--- src/rtl/alu_wb_queue_if.sv ---
// alu_wb_queue_if
//   Bundle between the execute stage, the writeback queue, the register-file
//   write port and the decode bypass lookups.
//   slave  : the queue side (accepts pushes, presents writeback, answers lookups)
//   master : the surrounding pipeline (ALU, register file, decode, squash)
//   Signals: push_valid/push_ready/push_dest/push_data  ALU result handshake
//            wb_valid/wb_ready/wb_dest/wb_data          writeback handshake
//            lookup_addr{1,2} -> lookup_hit{1,2}, lookup_data{1,2}
//            flush (squash), count (occupancy)
interface alu_wb_queue_if #(
    parameter int WORD_SIZE = 16,
    parameter int DEPTH     = 4,
    parameter int REG_ADDR  = 2
);
    localparam int CNT_W = $clog2(DEPTH) + 1;

    logic                 push_valid;
    logic                 push_ready;
    logic [REG_ADDR-1:0]  push_dest;
    logic [WORD_SIZE-1:0] push_data;

    logic                 wb_valid;
    logic                 wb_ready;
    logic [REG_ADDR-1:0]  wb_dest;
    logic [WORD_SIZE-1:0] wb_data;

    logic [REG_ADDR-1:0]  lookup_addr1;
    logic [REG_ADDR-1:0]  lookup_addr2;
    logic                 lookup_hit1;
    logic                 lookup_hit2;
    logic [WORD_SIZE-1:0] lookup_data1;
    logic [WORD_SIZE-1:0] lookup_data2;

    logic                 flush;
    logic [CNT_W-1:0]     count;

    modport slave (
        input  push_valid, push_dest, push_data, wb_ready,
               lookup_addr1, lookup_addr2, flush,
        output push_ready, wb_valid, wb_dest, wb_data,
               lookup_hit1, lookup_hit2, lookup_data1, lookup_data2, count
    );

    modport master (
        output push_valid, push_dest, push_data, wb_ready,
               lookup_addr1, lookup_addr2, flush,
        input  push_ready, wb_valid, wb_dest, wb_data,
               lookup_hit1, lookup_hit2, lookup_data1, lookup_data2, count
    );
endinterface

--- src/rtl/alu_wb_queue.sv ---
// alu_wb_queue
//   In-order FIFO of {dest, data} ALU results draining to the register-file
//   write port, with two combinational bypass lookups returning the youngest
//   pending value for a register.
//   Ports: clk    rising-edge clock
//          reset  synchronous active-high reset (same effect as flush)
//          q      alu_wb_queue_if.slave (push, writeback, lookup, flush, count)
module alu_wb_queue #(
    parameter int WORD_SIZE = 16,
    parameter int DEPTH     = 4,
    parameter int REG_ADDR  = 2
) (
    input  logic         clk,
    input  logic         reset,
    alu_wb_queue_if.slave q
);
    localparam int PTR_W = $clog2(DEPTH);
    localparam int CNT_W = PTR_W + 1;
    localparam logic [CNT_W-1:0] FULL = CNT_W'(DEPTH);

    typedef struct packed {
        logic [REG_ADDR-1:0]  dest;
        logic [WORD_SIZE-1:0] data;
    } entry_t;

    entry_t [DEPTH-1:0] mem_q, mem_d;
    logic   [PTR_W-1:0] head_q, head_d;
    logic   [PTR_W-1:0] tail_q, tail_d;
    logic   [CNT_W-1:0] count_q, count_d;

    logic wb_valid;
    logic push_ready;
    logic push_fire;
    logic pop_fire;

    // Handshake and head presentation
    always_comb begin
        wb_valid   = (count_q != '0);
        // A full queue still accepts a push when the head drains this cycle.
        push_ready = (count_q < FULL) || (wb_valid && q.wb_ready);
        push_fire  = q.push_valid && push_ready;
        pop_fire   = wb_valid && q.wb_ready;
    end

    assign q.wb_valid   = wb_valid;
    assign q.push_ready = push_ready;
    assign q.wb_dest    = wb_valid ? mem_q[head_q].dest : '0;
    assign q.wb_data    = wb_valid ? mem_q[head_q].data : '0;
    assign q.count      = count_q;

    // Next state; flush discards any push/pop in the same cycle.
    always_comb begin
        mem_d   = mem_q;
        head_d  = head_q;
        tail_d  = tail_q;
        count_d = count_q;
        if (q.flush) begin
            head_d  = '0;
            tail_d  = '0;
            count_d = '0;
        end else begin
            if (push_fire) begin
                mem_d[tail_q] = '{dest: q.push_dest, data: q.push_data};
                tail_d        = tail_q + 1'b1;
            end
            if (pop_fire) begin
                head_d = head_q + 1'b1;
            end
            case ({push_fire, pop_fire})
                2'b10:   count_d = count_q + 1'b1;
                2'b01:   count_d = count_q - 1'b1;
                default: count_d = count_q;
            endcase
        end
    end

    always_ff @(posedge clk) begin
        if (reset) begin
            head_q  <= '0;
            tail_q  <= '0;
            count_q <= '0;
        end else begin
            head_q  <= head_d;
            tail_q  <= tail_d;
            count_q <= count_d;
        end
    end

    // Entry storage needs no reset: only slots below count are ever read.
    always_ff @(posedge clk) begin
        mem_q <= mem_d;
    end

    // Bypass lookups: walk from head (oldest) towards tail so the last match
    // seen is the youngest. Only registered state is scanned, so a value
    // pushed this cycle is not visible and a head being popped still is.
    logic [1:0][REG_ADDR-1:0] lk_addr;
    assign lk_addr = {q.lookup_addr2, q.lookup_addr1};

    for (genvar p = 0; p < 2; p++) begin : g_lk
        logic                 hit;
        logic [WORD_SIZE-1:0] data;
        always_comb begin
            hit  = 1'b0;
            data = '0;
            for (int k = 0; k < DEPTH; k++) begin
                if ((CNT_W'(k) < count_q) &&
                    (mem_q[head_q + PTR_W'(k)].dest == lk_addr[p])) begin
                    hit  = 1'b1;
                    data = mem_q[head_q + PTR_W'(k)].data;
                end
            end
        end
    end

    assign q.lookup_hit1  = g_lk[0].hit;
    assign q.lookup_data1 = g_lk[0].data;
    assign q.lookup_hit2  = g_lk[1].hit;
    assign q.lookup_data2 = g_lk[1].data;
endmodule
--- src/flat_wrapper.sv ---
// flat-port wrapper written by rule: the top's interface ports become plain ports
module alu_wb_queue_flat 
#(
    parameter int WORD_SIZE = 16,
    parameter int DEPTH     = 4,
    parameter int REG_ADDR  = 2
)
  (clk, reset, q_push_valid, q_push_dest, q_push_data, q_wb_ready, q_lookup_addr1, q_lookup_addr2, q_flush, q_push_ready, q_wb_valid, q_wb_dest, q_wb_data, q_lookup_hit1, q_lookup_hit2, q_lookup_data1, q_lookup_data2, q_count);
  alu_wb_queue_if #(.WORD_SIZE(WORD_SIZE), .DEPTH(DEPTH), .REG_ADDR(REG_ADDR)) q_i ();
  input  logic clk;
  input  logic reset;
  input wire logic [$bits(q_i.push_valid)-1:0] q_push_valid;
  input wire logic [$bits(q_i.push_dest)-1:0] q_push_dest;
  input wire logic [$bits(q_i.push_data)-1:0] q_push_data;
  input wire logic [$bits(q_i.wb_ready)-1:0] q_wb_ready;
  input wire logic [$bits(q_i.lookup_addr1)-1:0] q_lookup_addr1;
  input wire logic [$bits(q_i.lookup_addr2)-1:0] q_lookup_addr2;
  input wire logic [$bits(q_i.flush)-1:0] q_flush;
  output wire logic [$bits(q_i.push_ready)-1:0] q_push_ready;
  output wire logic [$bits(q_i.wb_valid)-1:0] q_wb_valid;
  output wire logic [$bits(q_i.wb_dest)-1:0] q_wb_dest;
  output wire logic [$bits(q_i.wb_data)-1:0] q_wb_data;
  output wire logic [$bits(q_i.lookup_hit1)-1:0] q_lookup_hit1;
  output wire logic [$bits(q_i.lookup_hit2)-1:0] q_lookup_hit2;
  output wire logic [$bits(q_i.lookup_data1)-1:0] q_lookup_data1;
  output wire logic [$bits(q_i.lookup_data2)-1:0] q_lookup_data2;
  output wire logic [$bits(q_i.count)-1:0] q_count;
  assign q_i.push_valid = q_push_valid;
  assign q_i.push_dest = q_push_dest;
  assign q_i.push_data = q_push_data;
  assign q_i.wb_ready = q_wb_ready;
  assign q_i.lookup_addr1 = q_lookup_addr1;
  assign q_i.lookup_addr2 = q_lookup_addr2;
  assign q_i.flush = q_flush;
  assign q_push_ready = q_i.push_ready;
  assign q_wb_valid = q_i.wb_valid;
  assign q_wb_dest = q_i.wb_dest;
  assign q_wb_data = q_i.wb_data;
  assign q_lookup_hit1 = q_i.lookup_hit1;
  assign q_lookup_hit2 = q_i.lookup_hit2;
  assign q_lookup_data1 = q_i.lookup_data1;
  assign q_lookup_data2 = q_i.lookup_data2;
  assign q_count = q_i.count;
  alu_wb_queue #(.WORD_SIZE(WORD_SIZE), .DEPTH(DEPTH), .REG_ADDR(REG_ADDR)) u_core (.clk(clk), .reset(reset), .q(q_i));
endmodule
--- config.mk ---
export PLATFORM = sky130hd
export DESIGN_NAME = alu_wb_queue_flat
export DESIGN_NICKNAME = d
export VERILOG_FILES = /design/src/rtl/alu_wb_queue_if.sv /design/src/rtl/alu_wb_queue.sv /design/src/flat_wrapper.sv
export SDC_FILE = /design/constraint.sdc
export NUM_CORES = 1
export LEC_CHECK = 0
export ABC_AREA = 1
export CAP_MARGIN = 20
export CORE_MARGIN = 3
export CORE_UTILIZATION = 30
export CTS_CLUSTER_SIZE = 14
export DETAILED_ROUTE_END_ITERATION = 6
export DONT_BUFFER_PORTS = 1
export GPL_ROUTABILITY_DRIVEN = 0
export PLACE_DENSITY = 0.46
export SYNTH_ARGS = -nofsm -noshare
export SYNTH_HDL_FRONTEND = slang
export SYNTH_SLANG_ARGS = --single-unit
--- constraint.sdc ---
create_clock -name clk -period 3.26 [get_ports clk]
set_clock_uncertainty 0.2 [all_clocks]
set_input_delay 0.652 -clock clk [delete_from_list [all_inputs] [get_ports clk]]
set_output_delay 0.652 -clock clk [all_outputs]
set_load 0.05 [all_outputs]
==> qor.csv <==
metric;value;unit
Die X;149.2;um
via count;6012;
min-delay src;q_push_dest[1];
Die H;149.2;um
post-synth top area cell;edfxtp_1;
register area share after synthesis;37.41;%
Worst Hold Class;in2reg;
final setup TNS;0;ns
Cell variety after synth;33;
first-pass GRT wire length;29680;um
final setup margin;0.05989;ns
number of global-route vias before repair;5159;
Antenna diodes;0;
max_cap viols;0;
Worst Setup End Kind;primary output;
Tcrit/Tclk final;98.16;%
clock buffer depth;2;
Final nets;1013;
flop2flop setup slack;0.73;ns
hpwl dp;14490;um
Cell Count, Final, Fillers Out;1248;
register bit count reported by yosys;79;
Final Cell Area;8143;sq um
CTS clk-pin slew, worst paths;0.06;ns
P per Cell Area;361.1;nW/um^2
Rel. slew slack;58.37;%
share of layout cells above drive strength 1;19.84;%
fillers;1996;
Synth async-reset ratio;0;%
Sinks on Clock Net;79;
most frequent cells in the layout;265 x nand2_1, 110 x nand3_1, 100 x inv_1;
largest cells by area after synthesis;edfxtp_1 35%, nand2_1 17%, nand3_1 9.6%;
Mapped Area;6155;sq um
Mapped Nets;955;
number of synthesized flops with an enable pin;72;
gr usage total;16.92;%
H-tree levels;3;
Syn Area/Cell;6.690;sq um
ys flop type;edfxtp_1;
RSZ-0062 raised after global routing;true;
Yosys warnings;0;
startpoint types;flop;
leading cell type in the layout, fill and taps excluded;nand2_1;
peak fanout along the critical path;20;
R2R Path Start;u_core.q.count[1]$_SDFFE_PP0P_;
min Tclk post-route;3.200;ns
Clock Latency Late Sink;0.34;ns
IO buf count;0;
IO Pins;84;
largest net degree at the start of global routing;61;
Placed Instance Area;7303;sq um
top-area cell type share of the netlist area;35.13;%
DIE AREA;22270;sq um
dpl cells;1211;
Core Area;19780;sq um
CP Data Arrival Time;2.35;ns
CP Data Required Time;2.41;ns
setup slack at placement;0.2133;ns
total DRC errors in the routed layout;0;
Starting DRT DRC Count;690;
Congestion Overflow GR;0;
Vias/cell;4.817;
CTS Buf Count;9;
Worst VDD drop;248.5;uV
initial antenna violation count;0;
fin. max-slew vios;0;
antenna-violating nets left;0;
cells after synthesis;920;
Critical Path Source;u_core.head_q[0]$_SDFFE_PP0P_;
DR WL/cell;16.04;um
root buffer cell;clkbuf_16;
Final Hold Viols;0;
CTS tree;yes;
area growth from synthesis to layout;32.30;%
Final setup viols;0;
initial core utilization;31.11;%
Slew @ Worst Pin;0.6221;ns
# rows;51;
detailed-route wire length;20020;um
FMAX;312.5;MHz
Initial DRT Pass Iterations;5;
Leakage;3.496;nW
kind of critical path;reg2out;
outcome;completed;
==> kinds of logic (layout without fill, tap and decap cells) <==
kind of cell             count (synthesis)  count (layout)  synth area share, %
AND/OR/NAND/NOR                        519             519                36.27
flip-flops                              79              79                37.41
buffers and inverters                  158             221                11.43
adder cells (fa/ha/maj)                  8               8                1.626
XOR/XNOR                                 4               4               0.6913
AO/OA/AOI/OAI                          152             152                12.58
==> area by class of cell <==
| type | count | area, sq um | area share, % |
|---|---|---|---|
| well taps | 265 | 331.6 | 4.072 |
| multi-input cells | 683 | 3364 | 41.32 |
| flip-flops and latches | 79 | 2310 | 28.37 |
| inverters | 104 | 397.9 | 4.886 |
| repair buffers | 101 | 1471 | 18.07 |
| clock inverters | 5 | 35.03 | 0.4302 |
| clock buffers | 11 | 232.7 | 2.858 |
==> sequential cells by signal, indices dropped and copies added (netlist names) <==
name / cells
u_core.head_q: 2
u_core.q.count: 3
u_core.mem_q: 72
u_core.tail_q: 2
==> cell usage after synthesis, drive strengths merged (7+ instances only) <==
library cell / count
clkbuf: 14
buf: 40
a21oi: 9
nor3: 16
ha: 8
nand3: 123
nor2: 85
o21ai: 142
inv: 103
dfxtp: 7
nand2: 287
edfxtp: 72
==> worst paths after layout <==
kind	end	cells past startpoint
worst min-delay path	u_core.mem_q[35]$_DFFE_PP_	0
worst max-delay path	q_lookup_data1[2]	12
worst min register to register	u_core.q.count[0]$_SDFFE_PP0P_	2
worst max register to register	u_core.q.count[2]$_SDFFE_PP0P_	10
==> critical path, stage by stage (launching register included) <==
cell,delay (ns)
dfxtp_4,0.40
buf_6,0.14
buf_4,0.14
clkbuf_16,0.18
o21ai_1,0.25
inv_1,0.10
o21ai_1,0.23
inv_1,0.09
nand3_1,0.10
nand3_1,0.06
nand2_1,0.06
nand2_1,0.10
buf_12,0.17
==> where the power goes <==
group / leakage, nW / switching (mW) / internal (mW)
Combinational: 2.65 / 0.575 / 0.303
Clock: 0.130 / 0.406 / 0.517
Sequential: 0.713 / 0.0117 / 1.13
Total: 3.50 / 0.993 / 1.95
==> routing by layer <==
metal	track usage, %	routed length (um)	up-vias
met5	0	0	-
met4	4.760	385	0
met3	3.920	1597	26
met2	21.84	8095	227
met1	27.37	9936	2644
li1	-	-	3115
==> repair_timing <==
action | CTS | global route
gates cloned | 1 | 6
buffers inserted | 0 | 14
pin swaps | 0 | 10
hold buffers | 0 | 0
endpoints found under the hold margin | 0 | 0
resized for setup | 11 | 90
setup endpoints to repair | 34 | 34
==> through the flow <==
step                power [mW]  hold WS, ns  util (%)
floorplan                1.675       0.2897         -
global placement         1.971       0.3042     36.92
detailed placement       1.971       0.3074     36.92
CTS                      2.916       0.1888     38.56
global route             3.069       0.1877     41.16
finish                   2.941       0.2034     41.16
No activity file was read; power rests on OpenSTA's default activity.
